## config.mk

```make
export PLATFORM = sky130hd
export DESIGN_NAME = wb_slave_mem
export DESIGN_NICKNAME = d
export VERILOG_FILES = /design/src/rtl/wb_pkg.sv /design/src/rtl/wb_slave_ram.sv /design/src/rtl/wb_slave_mem.sv
export SDC_FILE = /design/constraint.sdc
export NUM_CORES = 1
export LEC_CHECK = 0
export CORE_AREA = 2 2 233 235
export DETAILED_ROUTE_END_ITERATION = 8
export DIE_AREA = 0 0 235 237
export PLACE_DENSITY = 0.73
export SLEW_MARGIN = 20
export SYNTH_ARGS = -nofsm -noshare
export SYNTH_HDL_FRONTEND = slang
export SYNTH_SLANG_ARGS = --single-unit
```

## constraint.sdc

```tcl
create_clock -name CLK_I -period 22.3 [get_ports CLK_I]
set_clock_uncertainty 0.1 [all_clocks]
set_input_delay 4.46 -clock CLK_I [delete_from_list [all_inputs] [get_ports CLK_I]]
set_output_delay 4.46 -clock CLK_I [all_outputs]
set_load 0.1 [all_outputs]
```

## src/rtl/wb_pkg.sv

```systemverilog
// Shared Wishbone slave definitions: default widths, FSM states and response kinds.
package wb_pkg;
  localparam int ADR_W_DEF = 32;
  localparam int DAT_W_DEF = 32;
  localparam int TGD_W_DEF = 8;
  localparam int TGA_W_DEF = 8;
  localparam int TGC_W_DEF = 8;

  typedef enum logic [1:0] {IDLE, WAIT, RESP} wb_state_e;
  typedef enum logic {RSP_ACK, RSP_ERR} wb_rsp_e;
endpackage

```

## src/rtl/wb_slave_ram.sv

```systemverilog
// DEPTH x DAT_W storage split into byte lanes; combinational read, async clear.
module wb_slave_ram #(
  parameter int DEPTH = 16,
  parameter int DAT_W = 32,
  localparam int SEL_W = DAT_W / 8,
  localparam int IDX_W = $clog2(DEPTH)
) (
  input  logic             clk,
  input  logic             rst,
  input  logic [SEL_W-1:0] be,
  input  logic [IDX_W-1:0] addr,
  input  logic [DAT_W-1:0] wdata,
  output logic [DAT_W-1:0] rdata
);
  for (genvar b = 0; b < SEL_W; b++) begin : g_lane
    logic [7:0] mem [DEPTH];

    always_ff @(posedge clk or posedge rst) begin
      if (rst) begin
        for (int i = 0; i < DEPTH; i++) mem[i] <= '0;
      end else if (be[b]) begin
        mem[addr] <= wdata[b*8 +: 8];
      end
    end

    assign rdata[b*8 +: 8] = mem[addr];
  end
endmodule

```

## src/rtl/wb_slave_mem.sv

```systemverilog
// Wishbone B4 classic-cycle memory slave. Define WB_SLV_WAIT_EN to insert
// WAIT_STATES abortable wait cycles before each termination.
module wb_slave_mem
  import wb_pkg::*;
#(
  parameter int ADR_W       = ADR_W_DEF,
  parameter int DAT_W       = DAT_W_DEF,
  parameter int DEPTH       = 16,
  parameter int TGD_W       = TGD_W_DEF,
  parameter int TGA_W       = TGA_W_DEF,
  parameter int TGC_W       = TGC_W_DEF,
  parameter int WAIT_STATES = 0,
  localparam int SEL_W      = DAT_W / 8
) (
  input  logic             CLK_I,
  input  logic             RST_I,
  input  logic             CYC_I,
  input  logic             STB_I,
  input  logic             WE_I,
  input  logic [ADR_W-1:0] ADR_I,
  input  logic [DAT_W-1:0] DAT_I,
  input  logic [SEL_W-1:0] SEL_I,
  input  logic             LOCK_I,
  input  logic [TGA_W-1:0] TGA_I,
  input  logic [TGC_W-1:0] TGC_I,
  input  logic [TGD_W-1:0] TGD_I,
  output logic [DAT_W-1:0] DAT_O,
  output logic [TGD_W-1:0] TGD_O,
  output logic             ACK_O,
  output logic             ERR_O,
  output logic             RTY_O
);
  localparam int LSB   = $clog2(SEL_W);
  localparam int IDX_W = $clog2(DEPTH);
  localparam int unused_wait = WAIT_STATES;

  typedef struct packed {
    logic             we;
    logic [IDX_W-1:0] idx;
    logic [DAT_W-1:0] dat;
    logic [SEL_W-1:0] sel;
    logic [TGD_W-1:0] tgd;
    wb_rsp_e          rsp;
  } req_t;

  wb_state_e        state, state_nx;
  req_t             live, cap, req;
  logic             req_vld, commit;
  logic [DAT_W-1:0] rd_data, lane_mask;

  wire unused = &{1'b0, LOCK_I, TGA_I, TGC_I, ADR_I[LSB-1:0]};

  assign req_vld = CYC_I & STB_I;

  // Address bits above the word index being nonzero means index >= DEPTH.
  always_comb begin
    live     = '0;
    live.we  = WE_I;
    live.idx = ADR_I[LSB +: IDX_W];
    live.dat = DAT_I;
    live.sel = SEL_I;
    live.tgd = TGD_I;
    live.rsp = ((ADR_I[ADR_W-1:LSB+IDX_W] != '0) || (SEL_I == '0)) ? RSP_ERR : RSP_ACK;
  end

  // Without wait states the write commits on the sampling edge, so use live pins.
  assign req = (state == IDLE) ? live : cap;

`ifdef WB_SLV_WAIT_EN
  localparam int CNT_W = (WAIT_STATES > 0) ? $clog2(WAIT_STATES + 1) : 1;
  logic [CNT_W-1:0] cnt;

  always_ff @(posedge CLK_I or posedge RST_I) begin
    if (RST_I) cnt <= '0;
    else       cnt <= (state == WAIT && state_nx == WAIT) ? cnt + 1'b1 : '0;
  end
`endif

  always_comb begin
    state_nx = state;
    case (state)
`ifdef WB_SLV_WAIT_EN
      IDLE: if (req_vld) state_nx = (WAIT_STATES > 0) ? WAIT : RESP;
      WAIT: begin
        if (!req_vld)                              state_nx = IDLE;
        else if (cnt == CNT_W'(WAIT_STATES - 1))   state_nx = RESP;
      end
`else
      IDLE: if (req_vld) state_nx = RESP;
`endif
      RESP:    state_nx = IDLE;
      default: state_nx = IDLE;
    endcase
  end

  always_ff @(posedge CLK_I or posedge RST_I) begin
    if (RST_I) begin
      state <= IDLE;
      cap   <= '0;
    end else begin
      state <= state_nx;
      if (state == IDLE && req_vld) cap <= live;
    end
  end

  assign commit = (state_nx == RESP) && req.we && (req.rsp == RSP_ACK);

  wb_slave_ram #(.DEPTH(DEPTH), .DAT_W(DAT_W)) u_ram (
    .clk   (CLK_I),
    .rst   (RST_I),
    .be    ({SEL_W{commit}} & req.sel),
    .addr  (req.idx),
    .wdata (req.dat),
    .rdata (rd_data)
  );

  always_comb begin
    lane_mask = '0;
    for (int b = 0; b < SEL_W; b++) lane_mask[b*8 +: 8] = {8{cap.sel[b]}};
  end

  assign ACK_O = (state == RESP) && (cap.rsp == RSP_ACK);
  assign ERR_O = (state == RESP) && (cap.rsp == RSP_ERR);
  assign RTY_O = 1'b0;
  assign TGD_O = (state == RESP) ? cap.tgd : '0;
  assign DAT_O = (ACK_O && !cap.we) ? (rd_data & lane_mask) : '0;
endmodule

```

======== After elaboration in Yosys (flattened, before gate mapping) ========
Cells that the tools add are included.
word-level totals
  flip-flop bits (word level) ............. 564
  input bits .............................. 98
  output and inout bits ................... 43
  word-level logic and storage cells ...... 117
cells by class
  magnitude comparators ................... 2
  eq/ne operators ......................... 2
  muxes and demuxes ....................... 24
  bitwise operators ....................... 6
  reductions and logical operators ........ 12
operators by type and width
  kind                count
  $bwmux 128          4
  $bmux 8 s4          4
  $mux 8              10
  $mux 50             1
  $and 32x32->32      1
  $demux 8 s4         1
  $mux 32             1
  $reduce_bool 26->1  1
  $logic_and 1x1->1   7
  $ge 5x5->1 const B  1
  $lt 5x1->1 const B  1
  $not 4->5           1
  $and 4x4->4         1
  $eq 2x2->1 const B  2
  $logic_not 4->1     1
  $mux 2              2
  $logic_not 2->1     1
  $not 1->1           2
  $and 1x1->1         1
  $logic_not 1->1     1
  $logic_or 1x1->1    1
  $mux 1              1

======== Longest topological paths before layout ========
  word-level depth ........................ 10
  mapped depth ............................ 9
  mapped depth without buffers ............ 5

======== Modules after synthesis ========
From an unflattened synthesis, not the netlist that was laid out.
second synthesis, totals
  cell total of the unflattened synthesis .. 1,661
  area total of the unflattened synthesis .. 26,305.2 µm²
by module, submodules not included
  module        instances  cells an instance  area an instance (µm²)  sequential area each (µm²)
  wb_slave_ram  1          1,432              23,483.8                12,812.3
  wb_slave_mem  1          229                2,821.5                 1,301.2

======== Worst setup path before layout ========
Ideal clock, no wire load.
  kind .................................... input port to output port
  start point ............................. in ADR_I[2]
  end point ............................... out DAT_O[16]
  arrival ................................. 10.576 ns
  path slack .............................. 7.164 ns
  cell stages on the path ................. 8
  buffers on the path ..................... 3
  cells stage by stage .................... clkbuf_1 -> or3b_2 -> clkbuf_1 -> nand2_2 -> buf_2 -> mux2i_1 -> a32o_1 -> a2111oi_0
between the ends
  cells in the longest elaborated chain, start to end .. 7
RTL lines
  element                                    line                 text
  start, declared                            wb_slave_mem.sv:20   input logic [ADR_W-1:0] ADR_I,
  $mux 50                                    wb_slave_mem.sv:67   assign req = (state == IDLE) ? live : cap;
  $not 4->5 (implied by the code)            wb_slave_ram.sv:26   assign rdata[b*8 +: 8] = mem[addr];
  $bmux 8 s4                                 wb_slave_ram.sv:26
  $mux 8 (implied by the code) (2 in a row)  wb_slave_ram.sv:26
  $and 32x32->32                             wb_slave_mem.sv:126  assign DAT_O = (ACK_O && !cap.we) ? (rd_data & lane_mask) : '0;
  $mux 32                                    wb_slave_mem.sv:126
  end, declared                              wb_slave_mem.sv:27   output logic [DAT_W-1:0] DAT_O,
No other way between the ends. The select of a mux whose other input is x is not followed.

======== Worst setup path in the final report ========
Ends and elaborated chain as after synthesis.

==> flow_metrics.tcl <==
set metrics [dict create \
    synth_area_um2 28900 \
    cp_num_buf_inv 3 \
    drc 0 \
    die_w_um 235 \
    vdd_drop_max_mv 0.0607 \
    crit_chain "buf_6, nor3b_2, nor2_4, buf_4, a211oi_1, a32o_1, a2111oi_0, clkdlybuf4s50_1" \
    initial_core_util 0.543 \
    syn_inst 2415 \
    path_depth 8 \
    ant_nets 0 \
    fin_total_pwr_mw 2.41 \
    nets 2549 \
    synth-xor-area-share 0 \
    min_period_ns 13.80 \
    ioPinCount 141 \
    powerDensity_nw_per_um2 73.7 \
    pwr-share-clk 0.422 \
    numPortBuffers 120 \
    r2r_cells 8 \
    p_sw_frac 0.274 \
    hold_path.class "flip-flop to flip-flop" \
    coreArea_um2 53300 \
    crit_fanout 53 \
    worstMarginPinSlew_ns 1.17 \
    grtUsageTotal 0.282 \
    fmax_mhz 72.5 \
    slowest_stage "clkdlybuf4s50_1" \
    synth_edf_count 0 \
    synth_seq_cells 564 \
    async_flop_share 1.00 \
    status "complete, no violations" \
    power_switching_uw 662 \
    postCtsResizedCells 0 \
    start_kind "input pin" \
    ys.flop_type "dfrtp_1" \
    via_per_inst 6.35 \
    min_to "cap[2]" \
    yosys.area_share.simple 0.0854 \
    required_ns 17.74 \
    hold_ws_ns 0.397 \
    tns_ns 0 \
    synth_top_family_by_area "multiplexers" \
    ys_types 61 \
    hold_start "cap[2]" \
    cts_setup_buffers 0 \
    layout-drive-gt1-share 0.290 \
    hold_viol 0 \
    synth_compound_area_frac 0.0629 \
    die_h_um 237 \
    cts_tree "done" \
    syn_area_per_cell_um2 12.0 \
    yosysWarnings 0 \
    critical_path_class "input pin to output port" \
    grt_start_max_net_pins 125 \
    rr_startpoint "state[1]" \
    vias 20300 \
    numCtsBuffers 59 \
    fin_area_um2 32700 \
    path_delay_family "buffers and inverters" \
    seqPwrFrac 0.440 \
    min_path_cells 1 \
    arrival_ns 9.24 \
    min_period_over_period 0.619 \
    setup_violations 0 \
    r2r-end "u_ram.g_lane[1].mem[67]" \
    clk_pin_slew_ns 0.06 \
    p_leak_nw 15.8 \
    maxSlewViolCount 0 \
    placed_area_um2 30700 \
    rsz0062_at_grt "no" \
    syn2layout_area_growth_pct 13.1 \
    slowest_delay_ns 1.31 \
    antenna_found_initial 1 \
    muxShareOfSynthArea 0.339 \
    wirelength_um 79200 \
    wl_per_cell_um 24.8 \
    dieArea_um2 55700 \
    grt_first_pass_wirelength_um 122000 \
    place_hpwl_um 47600 \
    postLayoutCoreUtil 0.614 \
    gp_congestion 0.831 \
    pwr-share-comb 0.138 \
    root_buffer "clkbuf_16" \
    maxCapViolCount 0 \
    drt_pass1_iterations 5 \
    holdBufCountCts 0 \
    cts.path.max_buffers 3 \
    synthAdderAreaFrac 0 \
    yosysSeqAreaShare 0.488 \
    grt-ovfl-total 0 \
    num_rows 85 \
    intPower_mw 1.75 \
    clk_latency_ns 0.62 \
    cp-end-kind "output port" \
    drt-initial-drc-count 1753 \
    rrSetupSlack_ns 17.22 \
    cts_max_level 2 \
    clock_sinks 564 \
    slew_headroom 0.202 \
    grt_pass1_vias 21000 \
]
[worst max-delay path by stage]
stage / start / end / slack [ns]
floorplan: RST_I / cap[0] / 1.97
global placement: ADR_I[2] / DAT_O[16] / 8.62
detailed placement: ADR_I[2] / DAT_O[16] / 8.73
CTS: ADR_I[2] / DAT_O[16] / 8.70
global route: ADR_I[2] / DAT_O[16] / 8.48
finish: ADR_I[2] / DAT_O[16] / 8.50
[cell usage after synthesis, types with 2 or more instances]
cell | n | share of area
nor4b_1 | 3 | 0.00091
o32ai_1 | 44 | 0.013
nand4_1 | 2 | 0.00043
a41oi_1 | 3 | 0.00091
nor4_2 | 3 | 0.0013
o21ba_2 | 2 | 0.00069
mux2i_1 | 353 | 0.12
nor2_1 | 173 | 0.022
buf_2 | 22 | 0.0038
mux2_2 | 552 | 0.21
and4_1 | 26 | 0.0079
o21ai_0 | 50 | 0.0087
a31oi_1 | 27 | 0.0058
and2_1 | 15 | 0.0032
a32oi_1 | 22 | 0.0067
inv_1 | 5 | 0.00065
nor3_1 | 6 | 0.0010
o211ai_1 | 2 | 0.00052
o32a_1 | 16 | 0.0055
a221o_1 | 8 | 0.0028
o21bai_1 | 2 | 0.00052
nor4_1 | 8 | 0.0017
nand3_2 | 10 | 0.0035
o21ai_1 | 2 | 0.00035
nand3_1 | 32 | 0.0055
a21oi_1 | 32 | 0.0055
nand3_4 | 6 | 0.0036
buf_1 | 19 | 0.0025
a22o_1 | 9 | 0.0027
and3_1 | 9 | 0.0019
nand2_1 | 200 | 0.026
nor4b_2 | 2 | 0.0010
clkbuf_1 | 135 | 0.018
a211oi_1 | 19 | 0.0049
nor3b_2 | 2 | 0.00086
mux2_1 | 5 | 0.0019
a211o_1 | 2 | 0.00061
dfrtp_1 | 564 | 0.49
[power groups by stage]
stage | logic, mW | registers (mW) | clock network (mW)
after CTS | 0.330 | 1.06 | 1.03
after global routing | 0.355 | 1.06 | 1.07
after detailed placement | 0.329 | 1.08 | 0
after floorplan | 0.223 | 1.07 | 0
after global placement | 0.323 | 1.08 | 0
final | 0.332 | 1.06 | 1.02
[metal layers]
metal,vias up,wire [um],GRT usage
met5,-,0,0
met4,0,2930,0.109
met3,166,5100,0.0541
met2,653,38000,0.467
met1,10500,33100,0.368
li1,8929,-,-
[area by class of cell]
| cell class | instances | area (um^2) |
|---|---|---|
| Tap cell | 696 | 871 |
| Fill cell | 4176 | 20600 |
| Clock buffer | 89 | 1770 |
| Timing Repair Buffer | 151 | 1440 |
| Antenna cell | 1 | 2.50 |
| Sequential cell | 564 | 14100 |
| Inverter | 5 | 26.3 |
| Multi-Input combinational cell | 1670 | 14300 |
| Clock inverter | 20 | 230 |
[stage by stage]
step                      setup slack, ns  instances
after global routing                 8.48       3196
final                                8.50       3196
after floorplan                      1.97       2416
after detailed placement             8.73       3086
after CTS                            8.70       3195
after global placement               8.62       3086
[flip-flops by register name (all words and copies together), names as in the netlist]
register          cells
state                 2
cap                  50
u_ram.g_lane.mem    512
[layout by cell type, fill, tap and decap left out, types with 22 or more instances in the layout]
master	count
mux2_2	552
o32ai_1	44
nor2_1	171
and4_1	26
a32oi_1	22
buf_4	29
mux2i_1	352
clkdlybuf4s50_1	119
a21oi_1	32
nand2_1	200
dfrtp_1	563
o21ai_0	50
a31oi_1	23
nand3_1	32
clkbuf_16	61
[logic make-up (layout without fill, tap and decap cells)]
| family | after synthesis | after routing |
|---|---|---|
| multiplexers | 910 | 910 |
| flip-flops | 564 | 564 |
| AND/OR/NAND/NOR | 509 | 509 |
| AO/OA/AOI/OAI | 249 | 249 |
| buffers and inverters | 182 | 265 |
| other | 1 | 3 |
(Power assumes the default switching activity.)
